--- config.mk ---
export PLATFORM = sky130hd
export DESIGN_NAME = multimode_ff_bank
export DESIGN_NICKNAME = d
export VERILOG_FILES = /design/src/rtl/ff_pkg.sv /design/src/rtl/ff_next_bit.sv /design/src/rtl/multimode_ff_bank.sv
export SDC_FILE = /design/constraint.sdc
export NUM_CORES = 1
export LEC_CHECK = 0
export BUFFER_PORTS_ARGS = -buffer_cell sky130_fd_sc_hd__buf_2
export CORE_MARGIN = 2
export CORE_UTILIZATION = 53
export CTS_CLUSTER_DIAMETER = 100
export DETAILED_ROUTE_END_ITERATION = 8
export PLACE_DENSITY = 0.81
export REMOVE_ABC_BUFFERS = 1
export SKIP_CTS_REPAIR_TIMING = 1
export SLEW_MARGIN = 0
export SYNTH_ARGS = -nofsm -noshare
export SYNTH_HDL_FRONTEND = slang
export SYNTH_SLANG_ARGS = --single-unit
--- constraint.sdc ---
create_clock -name clk -period 2.1 [get_ports clk]
set_input_delay 0.21 -clock clk [delete_from_list [all_inputs] [get_ports clk]]
set_output_delay 0.21 -clock clk [all_outputs]
set_load 0.02 [all_outputs]
--- src/rtl/ff_pkg.sv ---
// Shared definitions for the multimode flip-flop bank.
//   FF_MODE_W  : width of the runtime mode select
//   ff_mode_e  : JK / SR / D / T behaviour selector
package ff_pkg;

  localparam int FF_MODE_W = 2;

  typedef enum logic [FF_MODE_W-1:0] {
    FF_MODE_JK = 2'b00,
    FF_MODE_SR = 2'b01,
    FF_MODE_D  = 2'b10,
    FF_MODE_T  = 2'b11
  } ff_mode_e;

endpackage

--- src/rtl/ff_next_bit.sv ---
// Combinational next-state logic for one flip-flop of the bank.
// Ports:
//   mode    : behaviour select (JK, SR, D, T)
//   j, k    : J/S/D/T and K/R inputs (k unused in D and T modes)
//   q       : current stored bit
//   q_next  : bit value to store on the next enabled edge
//   illegal : S=R=1 seen while in SR mode
module ff_next_bit
  import ff_pkg::*;
(
  input  logic [FF_MODE_W-1:0] mode,
  input  logic                 j,
  input  logic                 k,
  input  logic                 q,
  output logic                 q_next,
  output logic                 illegal
);

  always_comb begin
    q_next  = q;
    illegal = 1'b0;
    case (ff_mode_e'(mode))
      FF_MODE_JK: begin
        case ({j, k})
          2'b01:   q_next = 1'b0;
          2'b10:   q_next = 1'b1;
          2'b11:   q_next = ~q;
          default: q_next = q;
        endcase
      end
      FF_MODE_SR: begin
        case ({j, k})
          2'b01:   q_next = 1'b0;
          2'b10:   q_next = 1'b1;
          // S=R=1 keeps the bit and only raises the error flag
          2'b11:   illegal = 1'b1;
          default: q_next = q;
        endcase
      end
      FF_MODE_D: q_next = j;
      FF_MODE_T: q_next = j ? ~q : q;
      default:   q_next = q;
    endcase
  end

endmodule

--- src/rtl/multimode_ff_bank.sv ---
// Bank of WIDTH flip-flops with runtime-selectable JK/SR/D/T behaviour,
// sticky SR-illegal flags and a saturating count of word changes.
// Ports:
//   clk, rst  : rising-edge clock, async active-high reset
//   en        : update enable (clr_err still acts when low)
//   mode      : 00=JK 01=SR 10=D 11=T
//   j, k      : per-bit inputs
//   clr_err   : clears err_mask (a new illegal input in the same cycle wins)
//   q, qn     : stored word and its complement
//   err_mask  : sticky per-bit SR illegal flags; sr_err is their OR
//   changed   : q changed on the last edge
//   chg_cnt   : saturating count of changed pulses
module multimode_ff_bank
  import ff_pkg::*;
#(
  parameter int               WIDTH     = 8,
  parameter int               CNT_W     = 8,
  parameter logic [WIDTH-1:0] RESET_VAL = {WIDTH{1'b0}}
) (
  input  logic                 clk,
  input  logic                 rst,
  input  logic                 en,
  input  logic [FF_MODE_W-1:0] mode,
  input  logic [WIDTH-1:0]     j,
  input  logic [WIDTH-1:0]     k,
  input  logic                 clr_err,
  output logic [WIDTH-1:0]     q,
  output logic [WIDTH-1:0]     qn,
  output logic [WIDTH-1:0]     err_mask,
  output logic                 sr_err,
  output logic                 changed,
  output logic [CNT_W-1:0]     chg_cnt
);

  localparam logic [CNT_W-1:0] CNT_MAX = {CNT_W{1'b1}};

  logic [WIDTH-1:0] q_next;
  logic [WIDTH-1:0] illegal;
  logic [WIDTH-1:0] err_base;

  for (genvar gi = 0; gi < WIDTH; gi++) begin : g_bit
    ff_next_bit u_next (
      .mode    (mode),
      .j       (j[gi]),
      .k       (k[gi]),
      .q       (q[gi]),
      .q_next  (q_next[gi]),
      .illegal (illegal[gi])
    );
  end

  // clr_err applies first so a simultaneous new error survives the clear
  assign err_base = clr_err ? '0 : err_mask;

  always_ff @(posedge clk or posedge rst) begin
    if (rst) begin
      q        <= RESET_VAL;
      err_mask <= '0;
      changed  <= 1'b0;
      chg_cnt  <= '0;
    end else begin
      if (en) begin
        q        <= q_next;
        err_mask <= err_base | illegal;
        changed  <= (q_next != q);
        if (changed && (chg_cnt != CNT_MAX)) begin
          chg_cnt <= chg_cnt + 1'b1;
        end
      end else begin
        err_mask <= err_base;
        changed  <= 1'b0;
      end
    end
  end

  assign qn     = ~q;
  assign sr_err = |err_mask;

endmodule

## Yosys cells after proc, flatten, opt, wreduce, memory -nomap -nowiden

Cells that the tools add are included.

| storage, ports and cells | value |
|---|---|
| flip-flop bits (word level) | 25 |
| bits of input ports | 22 |
| logic and storage cells | 99 |
| output and inout port bits | 34 |

| operators by class | value |
|---|---|
| eq/ne operators | 29 |
| add/subtract/negate cells | 1 |
| bitwise logic cells | 10 |
| muxes and demuxes | 51 |
| reductions and logical operators | 4 |

Operator list:

| kind | number |
|---|---|
| $eq 2x2->1 const B | 18 |
| $pmux 1 s4 | 8 |
| $mux 1 | 25 |
| $pmux 1 s3 | 8 |
| $eq 2x1->1 const B | 9 |
| $mux 8 | 2 |
| $pmux 1 s2 | 8 |
| $add 8x1->8 const B | 1 |
| $ne 8x8->1 | 1 |
| $ne 8x8->1 const B | 1 |
| $not 1->1 | 8 |
| $not 8->8 | 1 |
| $or 8x8->8 | 1 |
| $reduce_or 8->1 | 1 |
| $logic_not 2->1 | 1 |
| $reduce_and 2->1 | 1 |
| $logic_and 1x1->1 | 1 |

## Logic depth before layout (Yosys ltp)

| logic depth | value |
|---|---|
| depth in word-level cells | 5 |
| depth in mapped cells | 7 |
| depth with buffers taken out | 7 |

## Modules after synthesis

From an unflattened synthesis, not the netlist that was laid out.

| unflattened totals | value |
|---|---|
| cells, all modules | 221 |
| area total of the unflattened synthesis | 1905.6 um2 |

Modules (own cells, without submodules):

| module | sequential area each (um2) | cells each | times used | area an instance (um2) |
|---|---|---|---|---|
| multimode_ff_bank | 625.6 | 117 | 1 | 1164.9 |
| ff_next_bit | 0.0 | 13 | 8 | 92.6 |

## Worst setup path before layout

OpenSTA, ideal clock, no wires.

| timing | value |
|---|---|
| path kind | flip-flop to flip-flop |
| start | register chg_cnt[2] |
| end | register chg_cnt[5] |
| slack | 0.440 ns |
| path buffers | 0 |
| library setup time | 0.131 ns |
| period minus slack after synthesis | 1.660 ns |
| cell stages (with the launch flop) | 6 |
| data required time | 1.969 ns |
| arrival | 1.529 ns |
| cells stage by stage | dfrtp_1 > and4_1 > a41oi_2 > and3_1 > and4_1 > xor2_1 |

| between the ends | value |
|---|---|
| longest elaborated chain between the ends | 3 |
| elaborated cells between the ends (all ways) | 4 |
| classes of those cells | add/sub: 1; eq/ne: 1; reduce/logical: 2 |

Ends and longest elaborated chain:

| what | line | source |
|---|---|---|
| from (decl) | multimode_ff_bank.sv:32 | `output logic [CNT_W-1:0] chg_cnt` |
| from (signal assigned) | multimode_ff_bank.sv:67 | `chg_cnt <= chg_cnt + 1'b1;` |
| branches (longest 3 deep; another with $add 8x1->8) | - |  |

Several ways; the timed one is not identified.
A chain may end at the register's enable or synchronous reset.

## Final worst setup path

| timing | value |
|---|---|
| start | register q[1] |
| end | register changed |

| between the ends | value |
|---|---|
| longest elaborated chain between the ends | 5 |
| elaborated cells between the ends (all ways) | 7 |
| classes of those cells | eq/ne: 1; mux: 5; bitwise: 1 |

Ends and longest elaborated chain:

| what | line | source |
|---|---|---|
| from (decl) | multimode_ff_bank.sv:27 | `output logic [WIDTH-1:0] q,` |
| from (signal assigned) | multimode_ff_bank.sv:63 | `q <= q_next;` |
| $not 1->1 | ff_next_bit.sv:27, ff_next_bit.sv:41 |  |
| $pmux 1 s3 / $mux 1 (equally long branches) | ff_next_bit.sv:24, ff_next_bit.sv:41 |  |
| $pmux 1 s4 | ff_next_bit.sv:22 | `case (ff_mode_e'(mode))` |
| $ne 8x8->1 (*) | multimode_ff_bank.sv:65 | `changed <= (q_next != q);` |
| $mux 1 (*) | multimode_ff_bank.sv:62 | `if (en) begin` |
| to (signal assigned) | multimode_ff_bank.sv:65 |  |
| to (decl) | multimode_ff_bank.sv:31 | `output logic changed,` |

Mark *: on every way between the ends. The rest lies on a longest branch, timed or not.

==> out/summary.txt <==
GLOBAL ROUTING
----------------------------------------------------------------------------------------
Number of antenna violations at the first check in global routing                      0
GRT Overall Usage                                                                 23.15%
Global route total overflow                                                            0
Global-route wire length before repair                                           7914 um
Number of global-route vias before repair                                           1699
Maximum number of pins on one net before global-route repair                          26

ROUTE
----------------------------------------------------------------------------------------
First-pass iteration count of the detailed router                                      4
Drt total wl                                                                     4689 um
Post-detailed-route wirelength per cell                                         13.83 um
Number of violations reported at the end of detailed-routing iteration 0             126
Vias/cell                                                                          5.608
Final ANT Viol Nets                                                                    0
DRC violations left                                                                    0
DR vias                                                                             1901

FLOORPLAN
----------------------------------------------------------------------------------------
Die footprint                                                               0.004396 mm^2
Initial core utilization                                                          55.77%
# IOs                                                                                 56
Vertical die dimension                                                          66.30 um
Standard cell core area                                                     0.003689 mm^2
Die extent in x                                                                 66.30 um
Number of cell rows                                                                   22

CRITICAL PATH
----------------------------------------------------------------------------------------
Required arrival time at the worst endpoint                                      2240 ps
Worst flop-to-flop path endpoint                                            changed$_DFF_PP0_
Longest individual stage delay on the worst path                                  460 ps
Timing startpoint of the critical path                                      q[1]$_DFFE_PP0P_
Top cell family by delay on the critical path                               compound AO/OA/AOI/OAI gates
Origin of the critical flop-to-flop path                                    q[1]$_DFFE_PP0P_
Buf+Inv Stages, Crit Path                                                              1
Signal arrival time at the worst endpoint                                        1830 ps
Slowest cell on the critical path                                                dfrtp_1
Crit path capture type                                                         flip-flop
Setup crit start kind                                                          flip-flop
Cell-by-cell listing of the critical path                                   inv_1 > o32ai_2 > o32ai_1 > a2111oi_2 > a41oi_1
Critical path start-end classification                                      flip-flop to flip-flop
Critical path peak fanout                                                              6
Number of stages on the worst setup path                                               5
Capture point of the critical path                                          changed$_DFF_PP0_
Cell count of the worst reg-to-reg path                                                5
R2R setup slack                                                                   420 ps

CELLS AND AREA
----------------------------------------------------------------------------------------
Flip-flop and latch area                                                      625.6 um^2
Share of layout cells above drive strength 1                                      24.74%
Post-route cell area                                                        0.002349 mm^2
Antenna diodes                                                                         0
Nets                                                                                 331
Layout overhead on the synthesized area                                           14.17%
Filler cell count                                                                    317
Area of combinational cells with multiple inputs                            0.001196 mm^2

LOGIC SYNTHESIS
----------------------------------------------------------------------------------------
Synth Register Bits                                                                   25
Area share of the leading cell type in the synthesized netlist                    30.41%
Sequential cell area fraction in the yosys report                                 30.41%
Most common cell in the synthesized netlist                                        inv_1
Leading cell types by count after synthesis                                 inv_1 (30), dfrtp_1 (25), o21ai_0 (21)
Number of cells produced by synthesis                                                245
Share of synthesized registers carrying an async set or reset                     100.0%
Largest area contributor in the netlist                                          dfrtp_1
Dominant cells by area after synthesis                                      dfrtp_1 (30%), ha_1 (10%), inv_1 (5.5%)
Most used DFF post-synth                                                         dfrtp_1
Synth Cell Area                                                             0.002057 mm^2
Number of warnings printed during yosys synthesis                                      0
Synth Area per Inst                                                           8.396 um^2
Synth cell types                                                                      49
Number of flops mapped to enable cells by yosys                                        0

TIMING
----------------------------------------------------------------------------------------
Relative slew slack                                                               65.72%
Transition time at the pin with the least slew margin                           512.3 ps
Hold_ws                                                                        -32.24 ps
Number of max-slew violations in the final report                                      0
Setup repair after global routing missed its margin                                   no
Portion of the clock cycle consumed by the worst path in the final layout         80.20%
Min cycle time layout                                                            1684 ps
F_max                                                                         0.5938 GHz
Setup TNS                                                                           0 ps
Final Hold Viols                                                                      25
Setup skew after layout                                                         6.858 ps
Final setup violating endpoints                                                        0

MIN PATH
----------------------------------------------------------------------------------------
Hold/Removal Path Class                                                     primary input to async pin

CLOCK TREE
----------------------------------------------------------------------------------------
Worst skew pair latency                                                           280 ps
TritonCTS clock tree                                                                 yes
Clk pin slew, worst setup/hold paths                                              100 ps
TritonCTS sink count                                                                  25
Maximum root-to-sink buffer count                                                      2
CTS HTree Levels                                                                       1
Clk root buf                                                                    clkbuf_8
Cts bufs inserted                                                                      3

POWER AND IR DROP
----------------------------------------------------------------------------------------
Worst VDD drop                                                                 0.4523 mV
Leakage power                                                                   1.176 nW
Power Density                                                               726.4 mW/mm^2

PLACE
----------------------------------------------------------------------------------------
# port buffers                                                                        55
Post-place instance area                                                    0.002300 mm^2
Post-DP HPWL                                                                     3607 um
RD Place Congestion                                                               0.8509

STATUS
----------------------------------------------------------------------------------------
Result of the run                                                           complete, but fails checks
Violations in the final reports                                             negative hold slack

JOB
----------------------------------------------------------------------------------------
Max cap viols                                                                          0

## cells in the final DEF, fill, tap and decap left out, types with 4 or more instances in the layout
master | synthesis | final
buf_2 | 2 | 55
nor2_1 | 9 | 9
a211oi_1 | 4 | 4
a221oi_1 | 5 | 5
inv_1 | 30 | 30
nand2_1 | 20 | 20
ha_1 | 17 | 17
dfrtp_1 | 25 | 25
buf_4 | 9 | 4
nand3_1 | 5 | 5
o21ai_0 | 21 | 21
nor2b_1 | 10 | 10
xnor2_1 | 6 | 6
and3_1 | 4 | 4
nand2b_1 | 5 | 5
a21oi_1 | 19 | 19
## worst min-delay path: cells and delay by family
kind,cells,cell delay [ps]
buffers and inverters,3,440
## sequential cells by signal (all words and copies together) (netlist names)
register,flops
q,8
chg_cnt,8
err_mask,8
changed,1
## stage by stage
stage	total power [W]	setup slack [ps]	cells	utilization, %	hold slack, ps
global route	0.001821	233.4	339	63.67	11.56
global placement	0.001397	321.3	335	62.35	278.9
finish	0.001706	415.8	339	63.67	-32.24
detailed placement	0.001412	282.3	335	62.35	281.8
floorplan	0.001150	355.7	228	-	237.3
CTS	0.001710	421.5	339	63.67	-16.80
## kinds of logic after synthesis
group	synth area share, %
xor+xnor	3.832
flops	30.41
simple gates	16.67
mux	2.129
buf+inv	11.44
compound gates	24.70
fa+ha+maj	10.83
## cell type report
class / instances / area share [%]
inverters: 30 / 4.795
clock buffers: 3 / 1.758
clock inverters: 1 / 0.3197
well taps: 48 / 2.557
flip-flops and latches: 25 / 26.64
repair buffers: 59 / 13.00
multi-input cells: 173 / 50.93
## how the worst min path moves through the flow
stage	from	end	cells past startpoint
floorplan	rst	changed$_DFF_PP0_	1
global placement	rst	err_mask[2]$_DFF_PP0_	3
detailed placement	rst	err_mask[2]$_DFF_PP0_	3
CTS	rst	q[2]$_DFFE_PP0P_	3
global route	rst	chg_cnt[3]$_DFFE_PP0P_	3
finish	rst	q[2]$_DFFE_PP0P_	3
## metal layers
metal	vias to the layer above	part of all wire [%]	track usage (%)
met5	-	0	0
met4	0	0.49	2.806
met3	5	5.4	4.600
met2	63	47	38.25
met1	881	47	32.13
li1	952	-	-
## power breakdown
part	internal [W]	switching, W	total, W	leakage [nW]
Combinational	0.000287	0.000430	0.000717	0.838
Clock	0.000135	0.000166	0.000301	0.0217
Sequential	0.000569	0.000120	0.000689	0.316
Total	0.000990	0.000716	0.00171	1.18
Note: power is estimated with default switching activity, not from simulation.
